--- src/rtl/approx_mag_pkg.sv ---
// Shared definitions for the alpha-max-plus-beta-min magnitude pipeline.
package approx_mag_pkg;

    typedef enum logic [1:0] {
        MODE_1_HALF      = 2'b00,
        MODE_7_8_HALF    = 2'b01,
        MODE_15_16_15_32 = 2'b10,
        MODE_1_QUARTER   = 2'b11
    } mag_mode_e;

    localparam int MAG_LAT = 5;

endpackage

--- src/rtl/mag_abs_sat.sv ---
// Saturating absolute value: the most-negative code maps to the largest positive code.
module mag_abs_sat #(
    parameter int DW = 28
) (
    input  logic signed [DW-1:0] x_i,
    output logic        [DW-1:0] abs_o
);

    logic [DW-1:0] neg;

    assign neg = DW'(-x_i);

    always_comb begin
        abs_o = x_i;
        if (x_i == {1'b1, {(DW-1){1'b0}}}) begin
            abs_o = {1'b0, {(DW-1){1'b1}}};
        end else if (x_i[DW-1]) begin
            abs_o = neg;
        end
    end

endmodule

--- src/rtl/approx_mag_pipe.sv ---
// Five-stage alpha-max-plus-beta-min magnitude estimator for signed I/Q samples.
// Optional windowed peak detector is built only when MAG_PEAK_HOLD_EN is defined.
module approx_mag_pipe
    import approx_mag_pkg::*;
#(
    parameter int DW      = 28,
    parameter int WIN_LEN = 1024,
    parameter int CW      = 16
) (
    input  logic                 clk,
    input  logic                 rst_n,
    input  logic                 din_valid,
    input  logic signed [DW-1:0] din_i,
    input  logic signed [DW-1:0] din_q,
    input  logic [1:0]           mode,
    output logic                 dout_valid,
    output logic [DW:0]          dout_mag,
    output logic                 peak_valid,
    output logic [DW:0]          peak_mag
);

    if (DW < 8 || WIN_LEN < 2 || CW < $clog2(WIN_LEN)) begin : g_cfg_check
        $error("approx_mag_pipe: invalid DW/WIN_LEN/CW configuration");
    end

    logic [DW-1:0] abs_i, abs_q;
    logic          v1_q, v2_q, v3_q, v4_q, dout_valid_q;
    logic [DW-1:0] ai1_q, aq1_q, mx2_q, mn2_q, a3_q, b3_q, mx3_q, mx4_q;
    mag_mode_e     m1_q, m2_q;
    logic [DW:0]   s4_q, dout_mag_q;
    logic [DW-1:0] a3_d, b3_d;
    logic [DW:0]   dout_mag_d;

    mag_abs_sat #(.DW(DW)) u_abs_i (.x_i(din_i), .abs_o(abs_i));
    mag_abs_sat #(.DW(DW)) u_abs_q (.x_i(din_q), .abs_o(abs_q));

    always_comb begin
        a3_d = mx2_q;
        b3_d = mn2_q >> 1;
        unique case (m2_q)
            MODE_1_HALF: ;
            MODE_7_8_HALF:    a3_d = mx2_q - (mx2_q >> 3);
            MODE_15_16_15_32: begin
                a3_d = mx2_q - (mx2_q >> 4);
                b3_d = (mn2_q >> 1) - (mn2_q >> 5);
            end
            MODE_1_QUARTER:   b3_d = mn2_q >> 2;
            default: ;
        endcase
    end

    // The max floor keeps the estimate from undershooting when min is small.
    always_comb begin
        dout_mag_d = '0;
        if (v4_q) begin
            dout_mag_d = (s4_q > {1'b0, mx4_q}) ? s4_q : {1'b0, mx4_q};
        end
    end

    always_ff @(posedge clk) begin
        if (!rst_n) begin
            v1_q         <= 1'b0;
            v2_q         <= 1'b0;
            v3_q         <= 1'b0;
            v4_q         <= 1'b0;
            dout_valid_q <= 1'b0;
            dout_mag_q   <= '0;
        end else begin
            v1_q         <= din_valid;
            v2_q         <= v1_q;
            v3_q         <= v2_q;
            v4_q         <= v3_q;
            dout_valid_q <= v4_q;
            dout_mag_q   <= dout_mag_d;
        end
    end

    always_ff @(posedge clk) begin
        ai1_q <= abs_i;
        aq1_q <= abs_q;
        m1_q  <= mag_mode_e'(mode);
        mx2_q <= (ai1_q >= aq1_q) ? ai1_q : aq1_q;
        mn2_q <= (ai1_q >= aq1_q) ? aq1_q : ai1_q;
        m2_q  <= m1_q;
        a3_q  <= a3_d;
        b3_q  <= b3_d;
        mx3_q <= mx2_q;
        s4_q  <= {1'b0, a3_q} + {1'b0, b3_q};
        mx4_q <= mx3_q;
    end

    assign dout_valid = dout_valid_q;
    assign dout_mag   = dout_mag_q;

`ifdef MAG_PEAK_HOLD_EN
    logic [CW-1:0] win_cnt_q;
    logic [DW:0]   run_q, peak_q, run_max;
    logic          peak_valid_q;

    assign run_max = (dout_mag_q > run_q) ? dout_mag_q : run_q;

    // Down-counter reaches zero on the last sample of each window.
    always_ff @(posedge clk) begin
        if (!rst_n) begin
            win_cnt_q    <= CW'(WIN_LEN - 1);
            run_q        <= '0;
            peak_q       <= '0;
            peak_valid_q <= 1'b0;
        end else begin
            peak_valid_q <= 1'b0;
            if (dout_valid_q) begin
                if (win_cnt_q == '0) begin
                    peak_q       <= run_max;
                    peak_valid_q <= 1'b1;
                    win_cnt_q    <= CW'(WIN_LEN - 1);
                    run_q        <= '0;
                end else begin
                    win_cnt_q <= win_cnt_q - 1'b1;
                    run_q     <= run_max;
                end
            end
        end
    end

    assign peak_valid = peak_valid_q;
    assign peak_mag   = peak_q;
`else
    assign peak_valid = 1'b0;
    assign peak_mag   = '0;
`endif

endmodule

--- config.mk ---
export PLATFORM = sky130hd
export DESIGN_NAME = approx_mag_pipe
export DESIGN_NICKNAME = d
export VERILOG_FILES = /design/src/rtl/approx_mag_pkg.sv /design/src/rtl/mag_abs_sat.sv /design/src/rtl/approx_mag_pipe.sv
export SDC_FILE = /design/constraint.sdc
export NUM_CORES = 1
export LEC_CHECK = 0
export BUFFER_PORTS_ARGS = -buffer_cell sky130_fd_sc_hd__buf_2
export CORE_MARGIN = 2
export CORE_UTILIZATION = 60
export DETAILED_ROUTE_END_ITERATION = 8
export PLACE_DENSITY = 0.8
export SLEW_MARGIN = 5
export SYNTH_ARGS = -nofsm -noshare
export SYNTH_HDL_FRONTEND = slang
export SYNTH_SLANG_ARGS = --single-unit
export TNS_END_PERCENT = 100
--- constraint.sdc ---
create_clock -name clk -period 5.5 [get_ports clk]
set_input_delay 0.275 -clock clk [delete_from_list [all_inputs] [get_ports clk]]
set_output_delay 0.275 -clock clk [all_outputs]
set_load 0.1 [all_outputs]
After elaboration in Yosys (flattened, before gate mapping)
Cells that the tools add are included.
Word-level totals
  logic and storage cells: 46
  input bits: 61
  bits in registers: 291
Cells by class
  mux-type cells: 7
  eq/ne operators: 5
  bitwise logic cells: 2
  reductions and logical operators: 4
  order comparisons: 2
  add/sub/neg operators: 6
Operator list (number)
  $pmux 28 s2: 2
  $mux 28: 3
  $eq 28x28->1 const B: 2
  $neg 28->28: 2
  $mux 27: 2
  $add 28x28->29: 1
  $gt 29x28->1: 1
  $ge 28x28->1: 1
  $sub 27x23->28: 1
  $sub 28x24->28: 1
  $sub 28x25->28: 1
  $eq 2x2->1 const B: 2
  $reduce_or 2->1: 2
  $reduce_and 3->1: 1
  $eq 2x1->1 const B: 1
  $not 1->1: 2
  $reduce_and 2->1: 1

Longest topological paths before layout
  depth after elaboration: 2
  depth in mapped cells: 15
  depth with buffers taken out: 13

Modules after synthesis
From an unflattened synthesis, not the netlist that was laid out.
Unflattened totals
  cells, all modules: 1692
  area total of the unflattened synthesis: 15602.5 um2
Modules (own cells, without submodules)
  approx_mag_pipe: instances 1, cells each 1410, area each 13713.2 um2, sequential area each 5805.6 um2
  mag_abs_sat: instances 2, cells each 141, area each 944.7 um2, sequential area each 0.0 um2

Worst setup path before layout
OpenSTA, ideal clock, no wires.
  kind: register to register
  from: register m2_q[0]
  to: register a3_q[25]
  arrival: 3.144 ns
  slack: 2.284 ns
  stages on the path, launching flop included: 15
  setup time: 0.072 ns
  clock period less this slack: 3.216 ns
  cells stage by stage: dfxtp_1 inv_1 ha_1 buf_1 buf_1 mux2i_1 ha_1 clkbuf_1 a21boi_0 a311oi_1 o21ai_1 a211oi_1 o32ai_1 nor3_1 xor2_1
On the way
  longest elaborated chain between the ends: 2
Ends and longest elaborated chain
  from (decl): RTL line approx_mag_pipe.sv:29  | mag_mode_e m1_q, m2_q;
  from (signal assigned): RTL line approx_mag_pipe.sv:84  | m2_q <= m1_q;
  $eq 2x2->1 or $eq 2x1->1 (tied branches): RTL line approx_mag_pipe.sv:40  | unique case (m2_q)
  $pmux 28 s2 *: RTL line approx_mag_pipe.sv:40
  via a3_d[25]: RTL line approx_mag_pipe.sv:31  | logic [DW-1:0] a3_d, b3_d;
  to (signal assigned): RTL line approx_mag_pipe.sv:85  | a3_q <= a3_d;
  to (decl): RTL line approx_mag_pipe.sv:28  | logic [DW-1:0] ai1_q, aq1_q, mx2_q, mn2_q, a3_q, b3_q, mx3_q, mx4_q;
Mark *: on every way through the listed nets, which the timed path passes. The rest lies on a longest branch.
A chain may end at the register's enable or synchronous reset.

Worst setup path in the final report
  from: register m2_q[0]
  to: register a3_q[26]
The elaborated chain is that of the path after synthesis.

==> flow_summary.toml <==
[run_status]
outcome = "finished clean"

[cts]
post_cts_resized = 0
postCtsSetupBuffers = 0
tritoncts = "done"
clk_latency_ns = 0.56
path_clk_slew_ns = 0.06
clockBufferDepth = 3
cts_sinks = 290
hold_buffers = 45
cts-root-buf = "clkbuf_16"
htree_levels = 1
cts-buffers-inserted = 30

[critical_path]
path_cells = "inv_1 -> ha_1 -> buf_4 -> mux2_2 -> ha_1 -> fa_1 -> nor2b_1 -> o21ai_0 -> a21oi_1 -> o211ai_1 -> a211o_1 -> a21oi_1 -> mux2i_1 -> nand3_1"
r2r-start = "m2_q[0]$_DFF_P_"
cpPeakStageDelay_ns = 0.41
cp.arrival_ns = 4.13
cp.buffers_inverters = 2
rrSetupSlack_ns = 1.81
crit_start = "m2_q[0]$_DFF_P_"
crit_required_ns = 5.93
critPathKind = "register to register"
start_kind = "register"
reg2reg_to = "a3_q[26]$_DFF_P_"
crit_family = "compound AO/OA/AOI/OAI gates"
crit_end = "a3_q[26]$_DFF_P_"
cp_slowest_cell = "fa_1"
cp-end-kind = "register"
crit_cells = 14
r2r_cells = 14
cp_max_fo = 31

[synth]
syn_area_sq_um = 15200
synth_top_family_by_area = "compound AO/OA/AOI/OAI gates"
synth_ff_type = "dfxtp_1"
synth_xor_area_share_pct = 5.46
synth_compound_area_share_pct = 16.9
yosys_warnings = 0
muxShareOfSynthArea_pct = 8.16
synth_adder_area_share_pct = 11.7
synth-seq-cells = 290
synthCells = 1665
async_flop_share_pct = 0
yosys.area.top_type = "dfxtp_1"
synth_top_area_share_pct = 38.1
syn_avg_cell_area_sq_um = 9.15
synth-simple-area-share_pct = 13.8
synth_edf_count = 0
synth.distinct_cells = 78
synth_top_cells_by_area = "dfxtp_1 (38%), ha_1 (11%), nand2_1 (4.6%), mux2_2 (4.2%), mux2i_1 (3.9%)"
yosysSeqAreaShare_pct = 38.1

[sta]
fin_crit_ns = 3.69
rsz0062_at_grt = "no"
tns_ns = 0
slew_headroom_pct = 25.8
hold_viol_final = 0
worst_slack_ns = 1.81
fmax_ghz = 0.271
skew_ns = 0.0223
setup_viol = 0
drv_slew = 0
worst_pin_slew_ns = 1.11
hold_ws_ns = 0.0120
finalCritPeriodShare_pct = 67.1

[die]
start_util_pct = 60.8
die_x_um = 163
core_region_area_sq_um = 25000
num_io_pins = 121
die_h_um = 163
dieArea_sq_um = 26700
std_cell_rows = 58

[global_routing]
top_usage_layer = "met2"
antenna_found_initial = 0
grt_pass1_vias = 11844
use_met2_pct = 44.3
grt_pass1_wl_mm = 56.1
met3_usage_pct = 3.48
grt_max_degree = 58
overflow = 0
use_met1_pct = 32.7
grt_use_total_pct = 25.4

[layout]
drive_gt1_share_pct = 12.7
fin_cells = 2128
diodes = 0
layout_common_cells = "dfxtp_1 (290), nand2_1 (188), ha_1 (137)"
nets = 1977
fillerInstances = 1919
final_util_pct = 69.1
layout_commonest_cell = "dfxtp_1"
area_growth_pct = 13.7
final_area_sq_um = 17300

[placement]
hpwl_mm = 24.5
portBuffers = 90
place_ws_ns = 1.84
gp_congestion = 0.880
place_inst = 2029
dpl_cell_area_sq_um = 15800

[power]
vdd_drop_max_v = 0.000308
power_density_nw_per_um2 = 494
p_leak_nw = 8.02
power_mw = 8.56

[drt]
first_iter_violations = 926
viasPerCell = 5.71
drtAntennaViolNets = 0
num_vias = 12159
wl_per_cell_um = 16.0
routed_wl_mm = 34.0
drc = 0
dr.pass1.iters = 6

[min_path]
hold_class = "input port to register"

[run]
timing.max_cap.violations = 0
## how the worst min path moves through the flow
| stage | startpoint | slack (ns) | cells after the start | endpoint |
|---|---|---|---|---|
| 6_report | din_i[7] | 0.01 | 3 | ai1_q[7]$_SDFF_PP1_ |
| 5_1_grt | din_i[7] | 0.02 | 3 | ai1_q[7]$_SDFF_PP1_ |
| 4_1_cts | din_q[15] | 0.0006 | 3 | aq1_q[15]$_SDFF_PP1_ |
| 3_5_place_dp | m1_q[1]$_DFF_P_ | 0.31 | 0 | m2_q[1]$_DFF_P_ |
| 3_3_place_gp | mx3_q[6]$_DFF_P_ | 0.31 | 0 | mx4_q[6]$_DFF_P_ |
| 2_1_floorplan | mode[0] | 0.30 | 0 | m1_q[0]$_DFF_P_ |
## layer usage
layer | vias to the layer above | wire [um]
met1 | 5645 | 15400
li1 | 6050 | -
met5 | - | 0
met4 | 0 | 816
met2 | 395 | 16000
met3 | 69 | 1780
## area by class of cell
class                           count  area, sq um  share of cell area (%)
Clock inverter                     15          226                    1.31
Tap cell                          330          413                    2.39
Clock buffer                       39          845                    4.88
Inverter                          115          432                    2.49
Sequential cell                   290         5810                    33.5
Multi-Input combinational cell   1198         8640                    49.9
Timing Repair Buffer              141          946                    5.46
## Yosys cell counts (4+ instances only)
cell type,n
a211o_1,5
a211oi_1,16
a21o_1,49
a21oi_1,81
a221o_1,4
a22oi_1,19
a31oi_1,10
and2_1,13
and3_1,15
and4_1,5
buf_1,6
buf_2,13
buf_4,30
clkbuf_1,41
dfxtp_1,290
ha_1,137
inv_1,114
mux2_2,57
mux2i_1,60
nand2_1,188
nand2b_1,11
nand3_1,22
nand4_1,22
nor2_1,55
nor2b_1,22
nor3_1,30
nor4_1,10
o2111ai_1,4
o211ai_1,8
o21a_1,20
o21ai_0,97
o21bai_1,10
o31ai_1,17
o41ai_1,9
or3_1,11
xnor2_1,33
xor2_1,62
## kinds of logic (layout without fill, tap and decap cells)
kind of cell    Yosys count  count (layout)
flops                   290             290
xor+xnor                 95              95
compound gates          390             390
simple gates            426             426
other cells               1              30
buf+inv                 206             310
mux                     117             117
fa+ha+maj               140             140
## sequential cells by signal, indices dropped and copies added, names as in the netlist, 2 cells and up
register	cells
dout_mag	29
a3_q	28
s4_q	29
mx2_q	28
aq1_q	28
mx3_q	28
m2_q	2
mx4_q	28
mn2_q	27
ai1_q	28
b3_q	28
m1_q	2
## worst min-delay path, delay by kind of cell
| family | cells | cell delay, ns |
|---|---|---|
| xor gates and xnor gates | 1 | 0.08 |
| and+or+nand+nor | 1 | 0.06 |
| buffers and inverters | 1 | 0.13 |
## power by group
part           total, mW  switching (mW)  internal [mW]
Clock               2.14           0.828           1.32
Sequential          2.95           0.345           2.60
Combinational       3.47            1.97           1.50
No activity file was read; power rests on OpenSTA's default activity.
